==> src/rtl/sdram_refresh_scheduler.sv <==
// SDRAM auto-refresh scheduler: syncs the C1 timebase, counts refresh intervals, accumulates owed
// refreshes as debt and hands them to the sequencer. Optional pull-in credit: `define REFRESH_PULLIN_EN.
module sdram_refresh_scheduler #(
  parameter int TICK_DIV     = 28,
  parameter int CNT_W        = 8,
  parameter int DEBT_MAX     = 8,
  parameter int DEBT_W       = 4,
  parameter int URGENT_LEVEL = 6,
  parameter int GUARD_CYCLES = 5,
  parameter int PULLIN_MAX   = 4
) (
  input  logic              i_clk,
  input  logic              i_refresh_rst,
  input  logic              i_tick_in,
  input  logic              i_enable,
  input  logic              i_busy,
  input  logic              i_ref_ack,
  output logic              o_ref_req,
  output logic              o_ref_urgent,
  output logic [DEBT_W-1:0] o_debt,
  output logic              o_overflow
);
  localparam int GRD_W = (GUARD_CYCLES > 1) ? $clog2(GUARD_CYCLES) : 1;
  localparam logic [1:0] S_IDLE  = 2'd0;
  localparam logic [1:0] S_REQ   = 2'd1;
  localparam logic [1:0] S_GUARD = 2'd2;
  localparam logic [CNT_W-1:0]  L_CNT_LAST = CNT_W'(TICK_DIV - 1);
  localparam logic [CNT_W-1:0]  L_CNT_ONE  = CNT_W'(1);
  localparam logic [DEBT_W-1:0] L_DEBT_MAX = DEBT_W'(DEBT_MAX);
  localparam logic [DEBT_W-1:0] L_DEBT_ONE = DEBT_W'(1);
  localparam logic [DEBT_W-1:0] L_URGENT   = DEBT_W'(URGENT_LEVEL);
  localparam logic [GRD_W-1:0]  L_GRD_LOAD = GRD_W'(GUARD_CYCLES - 1);
  localparam logic [GRD_W-1:0]  L_GRD_ONE  = GRD_W'(1);

  // [0],[1] form the synchroniser; [2] is the previous synchronised level for edge detect
  logic [2:0]        r_sync;
  logic [CNT_W-1:0]  r_cnt, w_cnt_nxt;
  logic [DEBT_W-1:0] r_debt, w_debt_nxt;
  logic [1:0]        r_state, w_state_nxt;
  logic [GRD_W-1:0]  r_grd, w_grd_nxt;
  logic              r_req, r_urgent, r_ovf, w_ovf_nxt;
  logic              w_tick, w_owe, w_ack, w_pullin;

`ifdef REFRESH_PULLIN_EN
  localparam int CR_W = $clog2(PULLIN_MAX + 1);
  localparam logic [CR_W-1:0] L_CR_MAX = CR_W'(PULLIN_MAX);
  localparam logic [CR_W-1:0] L_CR_ONE = CR_W'(1);
  logic [CR_W-1:0] r_credit, w_credit_nxt;
  logic [2:0]      r_idle_cnt;

  // Saturating count of consecutive CLK cycles with the sequencer idle
  always_ff @(posedge i_clk or posedge i_refresh_rst) begin
    if (i_refresh_rst)                r_idle_cnt <= 3'd0;
    else if (!i_enable || i_busy)     r_idle_cnt <= 3'd0;
    else if (r_idle_cnt != 3'd4)      r_idle_cnt <= r_idle_cnt + 3'd1;
    else                              r_idle_cnt <= r_idle_cnt;
  end

  assign w_pullin = (r_debt == '0) && (r_idle_cnt == 3'd4) && (r_credit < L_CR_MAX);
`else
  logic [1:0] w_unused;
  assign w_unused = {i_busy, (PULLIN_MAX > 0)};
  assign w_pullin = 1'b0;
`endif

  assign w_tick = r_sync[1] & ~r_sync[2];
  assign w_owe  = i_enable & w_tick & (r_cnt == L_CNT_LAST);
  assign w_ack  = i_enable & (r_state == S_REQ) & i_ref_ack;

  // Interval counter next value
  always_comb begin
    w_cnt_nxt = r_cnt;
    if (!i_enable)                w_cnt_nxt = '0;
    else if (w_tick && (r_cnt == L_CNT_LAST)) w_cnt_nxt = '0;
    else if (w_tick)              w_cnt_nxt = r_cnt + L_CNT_ONE;
    else                          w_cnt_nxt = r_cnt;
  end

  // Debt / credit / overflow update; a simultaneous owe and ACK cancel out
  always_comb begin
    w_debt_nxt = r_debt;
    w_ovf_nxt  = r_ovf;
`ifdef REFRESH_PULLIN_EN
    w_credit_nxt = r_credit;
`endif
    if (!i_enable) begin
      w_debt_nxt = '0;
`ifdef REFRESH_PULLIN_EN
      w_credit_nxt = '0;
`endif
    end else if (w_owe && !w_ack) begin
`ifdef REFRESH_PULLIN_EN
      if (r_credit != '0)               w_credit_nxt = r_credit - L_CR_ONE;
      else if (r_debt == L_DEBT_MAX)    w_ovf_nxt    = 1'b1;
      else                              w_debt_nxt   = r_debt + L_DEBT_ONE;
`else
      if (r_debt == L_DEBT_MAX)         w_ovf_nxt    = 1'b1;
      else                              w_debt_nxt   = r_debt + L_DEBT_ONE;
`endif
    end else if (w_ack && !w_owe) begin
      if (r_debt != '0)                 w_debt_nxt   = r_debt - L_DEBT_ONE;
`ifdef REFRESH_PULLIN_EN
      else if (r_credit != L_CR_MAX)    w_credit_nxt = r_credit + L_CR_ONE;
`endif
      else                              w_debt_nxt   = r_debt;
    end else begin
      w_debt_nxt = r_debt;
    end
  end

  // Handshake FSM and post-ACK guard timer
  always_comb begin
    w_state_nxt = r_state;
    w_grd_nxt   = r_grd;
    if (!i_enable) begin
      w_state_nxt = S_IDLE;
      w_grd_nxt   = '0;
    end else begin
      case (r_state)
        S_IDLE: begin
          if ((r_debt != '0) || w_pullin) w_state_nxt = S_REQ;
          else                            w_state_nxt = S_IDLE;
        end
        S_REQ: begin
          if (w_ack) begin
            w_state_nxt = S_GUARD;
            w_grd_nxt   = L_GRD_LOAD;
          end else begin
            w_state_nxt = S_REQ;
          end
        end
        S_GUARD: begin
          if (r_grd == '0) w_state_nxt = (w_debt_nxt != '0) ? S_REQ : S_IDLE;
          else             w_grd_nxt   = r_grd - L_GRD_ONE;
        end
        default: begin
          w_state_nxt = S_IDLE;
          w_grd_nxt   = '0;
        end
      endcase
    end
  end

  // State registers; REF_REQ mirrors the next state so it is high exactly while in S_REQ
  always_ff @(posedge i_clk or posedge i_refresh_rst) begin
    if (i_refresh_rst) begin
      r_sync   <= 3'b000;
      r_cnt    <= '0;
      r_debt   <= '0;
      r_ovf    <= 1'b0;
      r_state  <= S_IDLE;
      r_grd    <= '0;
      r_req    <= 1'b0;
      r_urgent <= 1'b0;
`ifdef REFRESH_PULLIN_EN
      r_credit <= '0;
`endif
    end else begin
      r_sync   <= {r_sync[1:0], i_tick_in};
      r_cnt    <= w_cnt_nxt;
      r_debt   <= w_debt_nxt;
      r_ovf    <= w_ovf_nxt;
      r_state  <= w_state_nxt;
      r_grd    <= w_grd_nxt;
      r_req    <= (w_state_nxt == S_REQ);
      r_urgent <= (w_debt_nxt >= L_URGENT);
`ifdef REFRESH_PULLIN_EN
      r_credit <= w_credit_nxt;
`endif
    end
  end

  assign o_ref_req    = r_req;
  assign o_ref_urgent = r_urgent;
  assign o_debt       = r_debt;
  assign o_overflow   = r_ovf;
endmodule

==> config.mk <==
export PLATFORM = sky130hd
export DESIGN_NAME = sdram_refresh_scheduler
export DESIGN_NICKNAME = d
export VERILOG_FILES = /design/src/rtl/sdram_refresh_scheduler.sv
export SDC_FILE = /design/constraint.sdc
export NUM_CORES = 1
export LEC_CHECK = 0
export CORE_MARGIN = 1.5
export CORE_UTILIZATION = 60
export CTS_BUF_LIST = sky130_fd_sc_hd__clkbuf_16
export DETAILED_ROUTE_END_ITERATION = 8
export MAX_ROUTING_LAYER = met4
export PLACE_DENSITY = 0.89
export SLEW_MARGIN = 20
export SYNTH_ARGS = -nofsm -noshare
export SYNTH_HDL_FRONTEND = slang
export SYNTH_SLANG_ARGS = --single-unit
==> constraint.sdc <==
create_clock -name i_clk -period 6.6 [get_ports i_clk]
set_input_delay 1.32 -clock i_clk [delete_from_list [all_inputs] [get_ports i_clk]]
set_output_delay 1.32 -clock i_clk [all_outputs]
set_load 0.02 [all_outputs]
==> results of run 1 <==
-- per-layer routing --
layer | up-vias | global-route usage (%) | part of all wire, %
li1 | 553 | - | -
met2 | 40 | 44.5 | 50
met1 | 550 | 30.0 | 42
met4 | 0 | 14.0 | 2.2
met3 | 6 | 4.76 | 5.3
met5 | - | - | 0
-- placed cells by master (no fill, tap or decap), drive strengths merged, types with 2 or more instances in the layout --
cell type      synthesis  routed
dfrtp                 23      23
nand2                 17      17
nor2                  14      14
clkdlybuf4s50          0      11
inv                    9      10
o21ai                 10      10
ha                     9       9
nand3                  6       6
a21oi                  6       6
nor4                   6       6
nand2b                 4       4
and3                   3       3
a211oi                 3       3
o211ai                 3       3
clkbuf                 2       3
nand3b                 2       2
xor2                   2       2
nor2b                  2       2
and4b                  2       2
o22ai                  2       2
a21o                   2       2
or3b                   2       2
-- metrics by stage --
stage,area [um^2],util (%),hold WS (ns),instances,power (mW)
after floorplan,1360,-,0.331,147,0.154
after global placement,1490,68.6,0.336,183,0.158
after detailed placement,1490,68.6,0.345,183,0.159
after CTS,1570,72.2,0.361,187,0.287
after global routing,1570,72.2,0.378,187,0.295
final,1570,72.2,0.366,187,0.285
-- report_power, final --
group | leakage, nW | internal [mW] | total, mW | switching [mW]
Clock | 0.0423 | 0.0808 | 0.129 | 0.0480
Sequential | 0.314 | 0.143 | 0.144 | 0.00122
Combinational | 0.341 | 0.00413 | 0.0122 | 0.00805
Total | 0.697 | 0.228 | 0.285 | 0.0573
-- flip-flops by register name (all words and copies together), names as in the netlist --
register and cells:
r_cnt 8, o_debt 4, r_grd 3, r_sync 3, r_state 2, o_overflow 1
o_ref_req 1, o_ref_urgent 1
-- how the worst max path moves through the flow --
stage,end,slack [ns]
after floorplan,r_state[0],3.70
after global placement,r_state[0],2.77
after detailed placement,r_state[0],2.76
after CTS,r_state[0],3.01
after global routing,r_state[0],2.87
final,r_state[0],2.98
-- cell type report --
class / instances / area share [%]
Clock buffer: 3 / 4.79
Clock inverter: 1 / 0.240
Inverter: 9 / 2.16
Multi-Input combinational cell: 112 / 46.8
Sequential cell: 23 / 36.7
Tap cell: 28 / 2.24
Timing Repair Buffer: 11 / 7.03
-- cells by family (layout without fill, tap and decap cells) --
kind of cell	Yosys count	count (layout)	synth area share, %
buf+inv	12	24	3.86
xor+xnor	3	3	1.93
simple gates	64	64	26.2
compound gates	35	35	16.7
mux	1	1	0.735
fa+ha+maj	9	9	8.27
flops	23	23	42.3
-- worst max-delay path, cell delays in order --
cell and delay, ns:
sky130_fd_sc_hd__clkdlybuf4s50_1 0.73, sky130_fd_sc_hd__nand3b_1 0.20, sky130_fd_sc_hd__or3_4 0.48, sky130_fd_sc_hd__and4b_1 0.21, sky130_fd_sc_hd__a211o_1 0.32, sky130_fd_sc_hd__nor4_2 0.33, sky130_fd_sc_hd__o22ai_1 0.15
==> impl.org, run 1 <==
** Status
- Run status :: completed

** Timing
- Total negative slack for setup checks :: 0 ns
- Of the available clock period, the critical path in the final layout requires 54.9%.
- Slew Limit Fails :: 0
- After layout, the worst setup slack is 2.98 ns.
- Setup violations remaining at the end of the flow were counted as 0.
- Fin Clk Skew :: 0.00332 ns
- Fin crit period :: 3.62 ns
- Setup repair after global routing missed its margin :: false
- At the pin with the least slew margin, the transition time is 0.827 ns.
- Fmax :: 276 MHz
- Number of hold violations in the final report :: 0
- Headroom to the max-slew limit came out at 44.8%.

** Synthesis
- Post-synthesis sequential area ratio :: 42.3%
- Most frequent cell after synthesis :: sky130_fd_sc_hd__dfrtp_1
- Most used DFF post-synth :: sky130_fd_sc_hd__dfrtp_1
- The share of synthesized area in the top cell type comes to 42.3%.
- For this run, the number of Yosys warnings is 0.
- By area the synthesized netlist is led by sky130_fd_sc_hd__dfrtp_1 (42%), sky130_fd_sc_hd__ha_1 (8.3%), sky130_fd_sc_hd__nand2_1 (4.7%).
- The synthesized netlist occupies a cell area of 1360 um^2.
- Top cell type by total area after synthesis :: sky130_fd_sc_hd__dfrtp_1
- Counting flops with an async set or reset pin after synthesis yields a share of 100%.
- Yosys mapped a number of flops with a built-in enable equal to 0.
- Counting flops and latches in the post-synthesis netlist gives 23.
- Averaged over all synthesized cells, the footprint is 9.26 um^2.
- Post-synth top cells :: sky130_fd_sc_hd__dfrtp_1 (23), sky130_fd_sc_hd__nand2_1 (17), sky130_fd_sc_hd__nor2_1 (14), sky130_fd_sc_hd__ha_1 (9)
- Cells after Synth :: 147
- Count of different cell masters after synthesis :: 43
- Post-Syn Nets :: 162

** Worst setup path
- STA classifies the critical path endpoint as a flop.
- Data arrival time of the worst path :: 3.75 ns
- STA classifies the critical path startpoint as an input port.
- Number of cells on the worst reg-to-reg path :: 7
- Top fanout value on the critical path :: 11
- Critical path class :: input port to flop
- Data on the critical path is required at its endpoint by 6.72 ns.
- Critical R2R Capture :: r_state[0]
- The worst register-to-register path begins at r_cnt[0].
- CP startpoint :: i_enable
- The setup check on the worst reg-to-reg path leaves a slack of 4.02 ns.

** Clock network
- Cts bufs inserted :: 3
- Clock latency on the worst-skew pair, taken at its later pin, is 0.25 ns.
- The clock passes through at most 2 buffers.
- TritonCTS clock tree :: built
- Reg clk slew, reported paths :: 0.06 ns
- After clock tree synthesis, the setup repair step added 0 buffers.
- Number of gates given a new drive strength after cts :: 0
- Hold repair after CTS inserted 0 buffers.
- CTS built an H-tree with a depth of 1.
- CTS sink cnt :: 23
- The tree is rooted in a sky130_fd_sc_hd__clkbuf_16.

** Hold path
- Worst hold path type :: flop to flop
- Hold path startpoint :: r_sync[0]
- Number of instances on the worst hold path :: 0
- Hold-critical path endpoint :: r_sync[1]

** Cells and area
- Summing all multi-input logic gate instances after layout gives 733 um^2.
- After filler insertion, the fill cell instance count of the layout stands at 162.
- Fraction of layout cells with a size suffix above 1 :: 5.66%
- The repair_antennas step left the layout with diodes totalling 0.
- For this run, the post-layout net count is 175.
- Registers take 576 um^2.
- Signed area change from the synthesized netlist to the final layout :: 15.1%

** Placed design
- Buffers added on ports :: 11
- Setup slack at placement :: 2.76 ns
- Detailed placement finished with a half-perimeter wire length of 1950 um.
- Global placement routability congestion :: 0.886

** Floorplanning
- Die Ht :: 50.6 um
- For this configuration, the core starts out at a cell density of 62.7%.
- In this run the count of I/O pins placed on the die edge is 13.
- The die covers 2560 um^2.
- The floorplan has 17 rows.
- Measured along the x axis, the die boundary spans 50.6 um.
- In this run the standard cell core region covers 2170 um^2.

** Route
- The final layout contains routed wiring with a total length of 2800 um.
- For this run, the detailed router's first-pass iteration total came to 4.
- DRC viols :: 0
- For this block, the initial DRC count from the detailed router was 42.
- DRT antenna net count :: 0
- The routed layout has 1149 vias.
- Ratio of routed vias to standard cells :: 6.14
- Dividing the detail-routed wire length by the instance count gives 15.0 um.

** Global routing
- Number of antenna violations at the first check in global routing :: 0
- Total grt overflow :: 0
- Gr usage total :: 26.5%
- Entering global routing, the biggest net connects 24 pins.
- The number of global-route vias before repair came to 1109.
- Wire length of the first global-routing pass :: 4890 um

** Power and ir drop
- IR analysis of the VDD net gives a maximum drop of 0.000181 V.
- Leakage :: 0.697 nW
- In this run the power density over the cells is 182 nW/um^2.

** Job
- The tool flagged a number of max-cap violations equal to 0.
No activity file was read; power rests on OpenSTA's default activity.
==> run 2: changes to the inputs <==
--- a/config.mk
+++ b/config.mk
@@ -6,11 +6,11 @@
 export NUM_CORES = 1
 export LEC_CHECK = 0
 export CORE_MARGIN = 1.5
-export CORE_UTILIZATION = 60
+export CORE_UTILIZATION = 56
 export CTS_BUF_LIST = sky130_fd_sc_hd__clkbuf_16
 export DETAILED_ROUTE_END_ITERATION = 8
 export MAX_ROUTING_LAYER = met4
-export PLACE_DENSITY = 0.89
+export PLACE_DENSITY = 0.84
 export SLEW_MARGIN = 20
 export SYNTH_ARGS = -nofsm -noshare
 export SYNTH_HDL_FRONTEND = slang
==> constraint.sdc (replaced) <==
create_clock -name i_clk -period 3.4 [get_ports i_clk]
set_input_delay 0.68 -clock i_clk [delete_from_list [all_inputs] [get_ports i_clk]]
set_output_delay 0.68 -clock i_clk [all_outputs]
set_load 0.02 [all_outputs]
==> run 2 against run 1 <==
Net effect:
- sequential share of layout area fell by 0.18 points
- critical path depth rose by 1
- non-clock buffer count rose by 1
- register-to-register slack got worse by 3.2 ns
- cell area rose by 0.48%
- clock power rose by 91%
- via count fell by 0.87%
- clock skew fell by 0.0016 ns
- power rose by 93%
- hold slack got worse by 0.017 ns
- sequential power rose by 94%
- first-iteration DRC count fell by 29%
- highest routed layer unchanged
==> impl.org, run 2 (same netlist as run 1, synthesis figures left out) <==
** Status
- The run finished with clean final reports.

** Worst setup path
- The data required time at the worst endpoint came to 3.56 ns (-3.16 ns).
- Data arrival time of the worst path :: 2.84 ns (-0.91 ns)
- The highest net fanout along the worst path was 10 (-1).
- By startpoint and endpoint, the worst setup path is classified as input port to flop.
- Critical path capture point type :: flop
- Element type at the critical path start :: input port

** Timing
- The slew of the pin with the lowest slew margin came to 0.859 ns (+0.0319 ns).
- In the finished design, the share of the clock period the worst path needs comes to 78.8%.
- Setup repair after global routing missed its margin :: false
- Fin crit period :: 2.68 ns
- Max-slew headroom :: 42.7% (-2.1 points)
- The total of endpoints with negative setup slack in the final report is 0 (unchanged).
- Slew Limit Fails :: 0 (unchanged)
- The number of endpoints with negative hold slack in the final report is 0 (unchanged).
- Total negative slack for setup checks :: 0 ns (unchanged)
- Based on the critical path, the design can be clocked at up to 373 MHz.
- Fin Clk Skew :: 0.00173 ns (-0.00159 ns)
- Worst path setup slack after routing :: 0.720 ns (-2.26 ns)

** Floorplanning
- Die extent in x :: 52.3 um (+3.3%)
- Area of the core region :: 2250 um^2 (+3.9%)
- Die Ht :: 52.3 um (+3.3%)
- The initial cell density of the core is 60.4% (-2.4 points).
- The die outline area came to 2740 um^2 (+6.7%).
- Placement row count :: 17 (unchanged)
- Top-level port count :: 13 (unchanged)

** Route
- The detail-routed via count per cell was 6.06 (-1.4%).
- Router iterations before antenna repair :: 4 (unchanged)
- Routed vias :: 1139 (-0.87%)
- The count of routing violations after the opening detailed-route iteration is 30 (-29%).
- The number of nets with antenna violations after routing is 0 (unchanged).
- Final wirelength :: 2700 um (-3.4%)
- Drt wl/cell :: 14.4 um (-3.9%)
- The count of unresolved DRC violations after routing came to 0 (unchanged).

** Job
- The max-capacitance violation count was 0 (unchanged).

** Clock network
- TritonCTS clock tree :: built
- The number of buffers added by the clock tree synthesis step was 3 (unchanged).
- The cell sitting at the root of the clock tree is a sky130_fd_sc_hd__clkbuf_16.
- The number of sinks on the clock net came to 23 (unchanged).
- Clk Latency, worst-skew pair :: 0.25 ns (about the same)
- The count of H-tree levels built during CTS is 1 (unchanged).
- The number of cells upsized or downsized after cts came to 0 (unchanged).
- The maximum count of clock buffers along a single path is 2 (unchanged).
- The number of hold-repair buffers added at the cts stage came to 0 (unchanged).
- The setup fix buffers added after clock tree synthesis is 0 (unchanged).
- The clock transition time at the flip-flop clock pins of the worst setup and hold paths came to 0.06 ns (about the same).

** Cells and area
- Final-stage net count :: 176 (+0.57%)
- The final core area utilization was 69.8% (-2.4 points).
- Relative to the synthesized area, the layout overhead comes to 15.6%.
- The register cell area after layout came to 576 um^2 (unchanged).
- Top reg by flops :: r_cnt
- Top library cells by usage in the layout, fill and taps aside :: sky130_fd_sc_hd__dfrtp_1 (23), sky130_fd_sc_hd__nand2_1 (17), sky130_fd_sc_hd__nor2_1 (14)
- The number of inserted filler cells in the final layout came to 178 (+9.9%).
- Leaving out fill and tap cells, the most frequent cell in the layout is sky130_fd_sc_hd__dfrtp_1.
- The flip-flop count of the largest register after layout came to 8 (unchanged).
- Area occupied by multi-input gates :: 733 um^2 (unchanged)
- Number of antenna diodes :: 0 (unchanged)
- Fraction of layout cells with a size suffix above 1 :: 6.25% (+0.59 points)

** Global routing
- The number of antenna violations at the first check in global routing is 0 (unchanged).
- Number of global-route vias before repair :: 1065 (-4.0%)
- The overall track demand over capacity in global routing came to 24.3% (-2.1 points).
- The largest net degree at the start of global routing was 24 (unchanged).
- Total grt overflow :: 0 (unchanged)
- Wire length of the first global-routing pass :: 4840 um (-1.0%)

** Power and ir drop
- The static leakage came to 0.702 nW (+0.69%).
- Power Total :: 0.549 mW (+93%)
- Peak supply drop :: 0.000318 V (+75%)
- The ratio of total power to cell area came to 349 nW/um^2 (+92%).

** Placed design
- The worst slack at placement came to 0.475 ns (-2.29 ns).
- The global placement routability congestion came to 0.895 (+0.99%).
- Placed wire-length estimate :: 1990 um (+2.0%)
- Buffers added on ports :: 11 (unchanged)

** Hold path
- Worst hold path type :: flop to flop
run 2: worst max-delay path, cell delays in order:
cell and delay [ns]:
sky130_fd_sc_hd__clkdlybuf4s50_1 0.42, sky130_fd_sc_hd__buf_4 0.18, sky130_fd_sc_hd__and3_1 0.21, sky130_fd_sc_hd__nor4_2 0.32, sky130_fd_sc_hd__a221oi_1 0.15, sky130_fd_sc_hd__nor4_1 0.54
sky130_fd_sc_hd__nor4_2 0.14, sky130_fd_sc_hd__o22ai_1 0.21
run 2: routing by layer:
metal	track usage (%)	vias up	share of wire, %
met1	31.1	536	44
met5	-	-	0
li1	-	560	-
met2	40.0	39	50
met3	4.29	4	4.4
met4	6.41	0	0.81
run 2: where the power goes:
group	switching [mW]	internal (mW)
combinational	0.0157	0.00880
sequential	0.00233	0.277
clock	0.0891	0.157
total	0.107	0.442
run 2: final timing paths:
kind / from / endpoint / slack, ns / depth (start not counted)
setup / recovery: i_enable / r_state[0] / 0.72 / 8
min in group asynchronous: i_refresh_rst / r_cnt[0] / 0.91 / 2
setup reg to reg: r_cnt[0] / r_state[0] / 0.79 / 7
hold reg to reg: r_sync[0] / r_sync[1] / 0.35 / 0
hold / removal: r_sync[0] / r_sync[1] / 0.35 / 0
max in group asynchronous: i_refresh_rst / o_overflow / 1.96 / 2
run 2: cell type report:
type	count	share of cell area (%)
multi-input cells	112	46.6
clock buffers	3	4.77
inverters	9	2.15
well taps	28	2.23
clock inverters	1	0.238
repair buffers	12	7.47
flip-flops and latches	23	36.6
run 2: through the flow:
| step | cells | area [um^2] | hold WS (ns) |
|---|---|---|---|
| floorplan | 147 | 1360 | 0.331 |
| global placement | 184 | 1500 | 0.335 |
| detailed placement | 184 | 1500 | 0.336 |
| CTS | 188 | 1570 | 0.349 |
| global route | 188 | 1570 | 0.360 |
| finish | 188 | 1570 | 0.349 |
==> run 3: changes to the inputs <==
==> constraint.sdc (replaced) <==
create_clock -name i_clk -period 2.6 [get_ports i_clk]
set_input_delay 0.52 -clock i_clk [delete_from_list [all_inputs] [get_ports i_clk]]
set_output_delay 0.52 -clock i_clk [all_outputs]
set_load 0.02 [all_outputs]
==> run 3 against run 2 <==
Net effect:
- register-to-register slack worse by 0.73 ns
- die area unchanged
- combinational power grew 47%
- final cell count up 5.3%
- global-route usage rose by 4.7 points
- critical endpoint unchanged
- highest routed layer unchanged
==> impl.org, run 3 (same netlist as run 1, synthesis figures left out) <==
** Cells and area
- The final core area utilization came to 75.0% (+5.2 points).
- Signed area change from the synthesized netlist to the final layout :: 24.3%
- Flip-flop and latch area :: 576 um^2 (unchanged)
- The area taken by multi-input logic gates is 774 um^2 (+5.6%).
- Fraction of layout cells with a size suffix above 1 :: 15.3% (+9.0 points)
- The flip-flop count of the largest register after layout came to 8 (unchanged).
- Final-stage net count :: 186 (+5.7%)
- Count of non-filler cells in the finished layout :: 198 (+5.3%)
- Top library cells by usage in the layout, fill and taps aside :: sky130_fd_sc_hd__dfrtp_1 (23), sky130_fd_sc_hd__nand2_1 (17), sky130_fd_sc_hd__nor2_1 (14)
- Most common library cell in the layout ignoring fill and taps :: sky130_fd_sc_hd__dfrtp_1
- The antenna diode count came to 0 (unchanged).
- Top reg by flops :: r_cnt
- Fill cell total of the finished layout :: 167 (-6.2%)

** Job
- Count of max-cap constraint violations :: 0 (unchanged)

** Placed design
- Buffers added on ports :: 11 (unchanged)
- Placed Instances :: 194 (+5.4%)
- The global placement routability congestion is 0.908 (+1.4%).
- The HPWL after detailed placement came to 2180 um (+9.5%).

** Global routing
- Maximum number of pins on one net before global-route repair :: 24 (unchanged)
- The first-pass GRT wire length came to 5630 um (+16%).
- Number of global-route vias before repair :: 1267 (+19%)
- After global routing, the most crowded layer is met2.
- GR Layer Usage met1 :: 31.3% (+0.20 points)
- Number of antenna violations at the first check in global routing :: 0 (unchanged)
- Met3 demand-to-capacity share in global routing :: 4.86% (+0.57 points)
- The fraction of met2 tracks used by global routing was 50.4% (+10 points).
- The aggregate global routing overflow came to 0 (unchanged).
- The overall track demand over capacity in global routing was 29.1% (+4.7 points).

** Floorplanning
- The die outline height was 52.3 um (unchanged).
- The total core area is 2250 um^2 (unchanged).
- Top-level port count :: 13 (unchanged)
- The horizontal die dimension is 52.3 um (unchanged).
- Effective utilization at floorplan :: 60.4% (unchanged)
- Placement row count :: 17 (unchanged)
- Die Area :: 2740 um^2 (unchanged)

** Route
- DRT antenna net count :: 0 (unchanged)
- DRC viols :: 0 (unchanged)
- Iteration-0 DRC count of the detailed router :: 37 (+23%)
- The detail-routed via count per cell was 6.31 (+4.1%).
- Final wirelength :: 3350 um (+24%)
- The average wire length per cell after detail routing was 16.9 um (+18%).
- The routed via count came to 1249 (+9.7%).
- Router iterations before antenna repair :: 5 (+1)

** Clock network
- The setup fix buffers added after clock tree synthesis was 0 (unchanged).
- The maximum count of clock buffers along a single path is 2 (unchanged).
- The count of H-tree levels built during CTS was 1 (unchanged).
- Buffer cell driving the clock tree root :: sky130_fd_sc_hd__clkbuf_16
- The number of buffers added by the clock tree synthesis step is 3 (unchanged).
- The number of cells upsized or downsized after cts was 0 (unchanged).
- TritonCTS clock tree :: built
- Hold-fix buffers, CTS :: 0 (unchanged)
- The number of sinks on the clock net came to 23 (unchanged).
- The clock transition time at the flip-flop clock pins of the worst setup and hold paths was 0.06 ns (about the same).
- The clock latency at the later pin of the worst-skew pair was 0.26 ns (about the same).

** Status
- Run status :: completed

** Power and ir drop
- The total power after layout came to 0.734 mW (+34%).
- The ratio of total power to cell area is 434 nW/um^2 (+24%).
- Leakage :: 0.756 nW (+7.7%)
- Peak supply drop :: 0.000415 V (+30%)

** Timing
- The total of endpoints with negative setup slack in the final report is 0 (unchanged).
- Slew Limit Fails :: 0 (unchanged)
- Fin crit period :: 2.54 ns
- Number of hold violations in the final report :: 0 (unchanged)
- Fmax :: 393 MHz
- Slew @ Worst Pin :: 0.731 ns (-0.128 ns)
- Total negative slack for setup checks :: 0 ns (unchanged)
- Period utilisation layout :: 97.8%
- Fin Clk Skew :: 0.00656 ns (+0.00483 ns)
- The remaining max-slew budget at the tightest pin was 51.0% (+8.3 points).

** Worst setup path
- Element type at the critical path start :: flop
- Top fanout value on the critical path :: 6 (-4)
- Peak per-stage delay on the critical path :: 0.42 ns (-0.12 ns)
- The data required time at the worst endpoint is 2.73 ns (-0.83 ns).
- Critical path class :: flop to flop
- Chain of cells forming the critical path :: ha_2, or3b_4, or3_4, nor4_1, nor4_2, nor4_4, o22ai_1
- The data arrival time of the critical path is 2.67 ns (-0.17 ns).
- The largest individual stage delay along the critical path comes from the cell sky130_fd_sc_hd__or3b_4.
- Critical path capture point type :: flop

** Hold path
- Worst hold path type :: flop to flop
==> run 3: changes by cell type in the layout (fill, tap and decap cells not counted), sizes merged <==
cell / before / now
buf: 1 / 11
inv: 10 / 9
clkinv: 0 / 1
==> run 3: final timing paths <==
path                                from         end  slack [ns]  cells past startpoint
max in group asynchronous  i_refresh_rst   o_ref_req        1.77                      3
min in group asynchronous  i_refresh_rst    r_cnt[6]        0.60                      3
max reg2reg                     r_cnt[0]  r_state[0]        0.06                      7
min                            r_sync[0]   r_sync[1]        0.35                      0
max                             r_cnt[0]  r_state[0]        0.06                      7
min reg2reg                    r_sync[0]   r_sync[1]        0.35                      0
==> run 3: where the power goes <==
group	internal [mW]	leakage (nW)	switching, mW	total [mW]
Sequential	0.362	0.314	0.00292	0.365
Combinational	0.0135	0.401	0.0226	0.0361
Clock	0.207	0.0409	0.126	0.333
==> run 3: area by class of cell <==
| cell class | instances | share of cell area, % |
|---|---|---|
| repair buffers | 22 | 11.4 |
| clock buffers | 3 | 4.44 |
| well taps | 28 | 2.07 |
| inverters | 9 | 2.00 |
| flip-flops and latches | 23 | 34.0 |
| multi-input cells | 112 | 45.8 |
| clock inverters | 1 | 0.296 |
==> run 3: per-layer routing <==
layer  part of all wire [%]  vias up
met2                     53       49
met5                      0        -
met3                    5.2       10
li1                       -      576
met1                     38      614
met4                    3.3        0
==> run 3: worst max-delay path, delay by kind of cell (launching register included) <==
family,cells,cell delay [ns]
simple gates,5,1.68
compound gates,1,0.13
flops,1,0.40
fa+ha+maj,1,0.22
==> run 3: stage by stage <==
| step | hold slack (ns) | area [um^2] | setup slack (ns) |
|---|---|---|---|
| floorplan | 0.331 | 1360 | 0.263 |
| global placement | 0.335 | 1570 | -0.0345 |
| detailed placement | 0.337 | 1570 | -0.0672 |
| CTS | 0.350 | 1650 | 0.0453 |
| global route | 0.358 | 1690 | -0.00489 |
| finish | 0.348 | 1690 | 0.0570 |
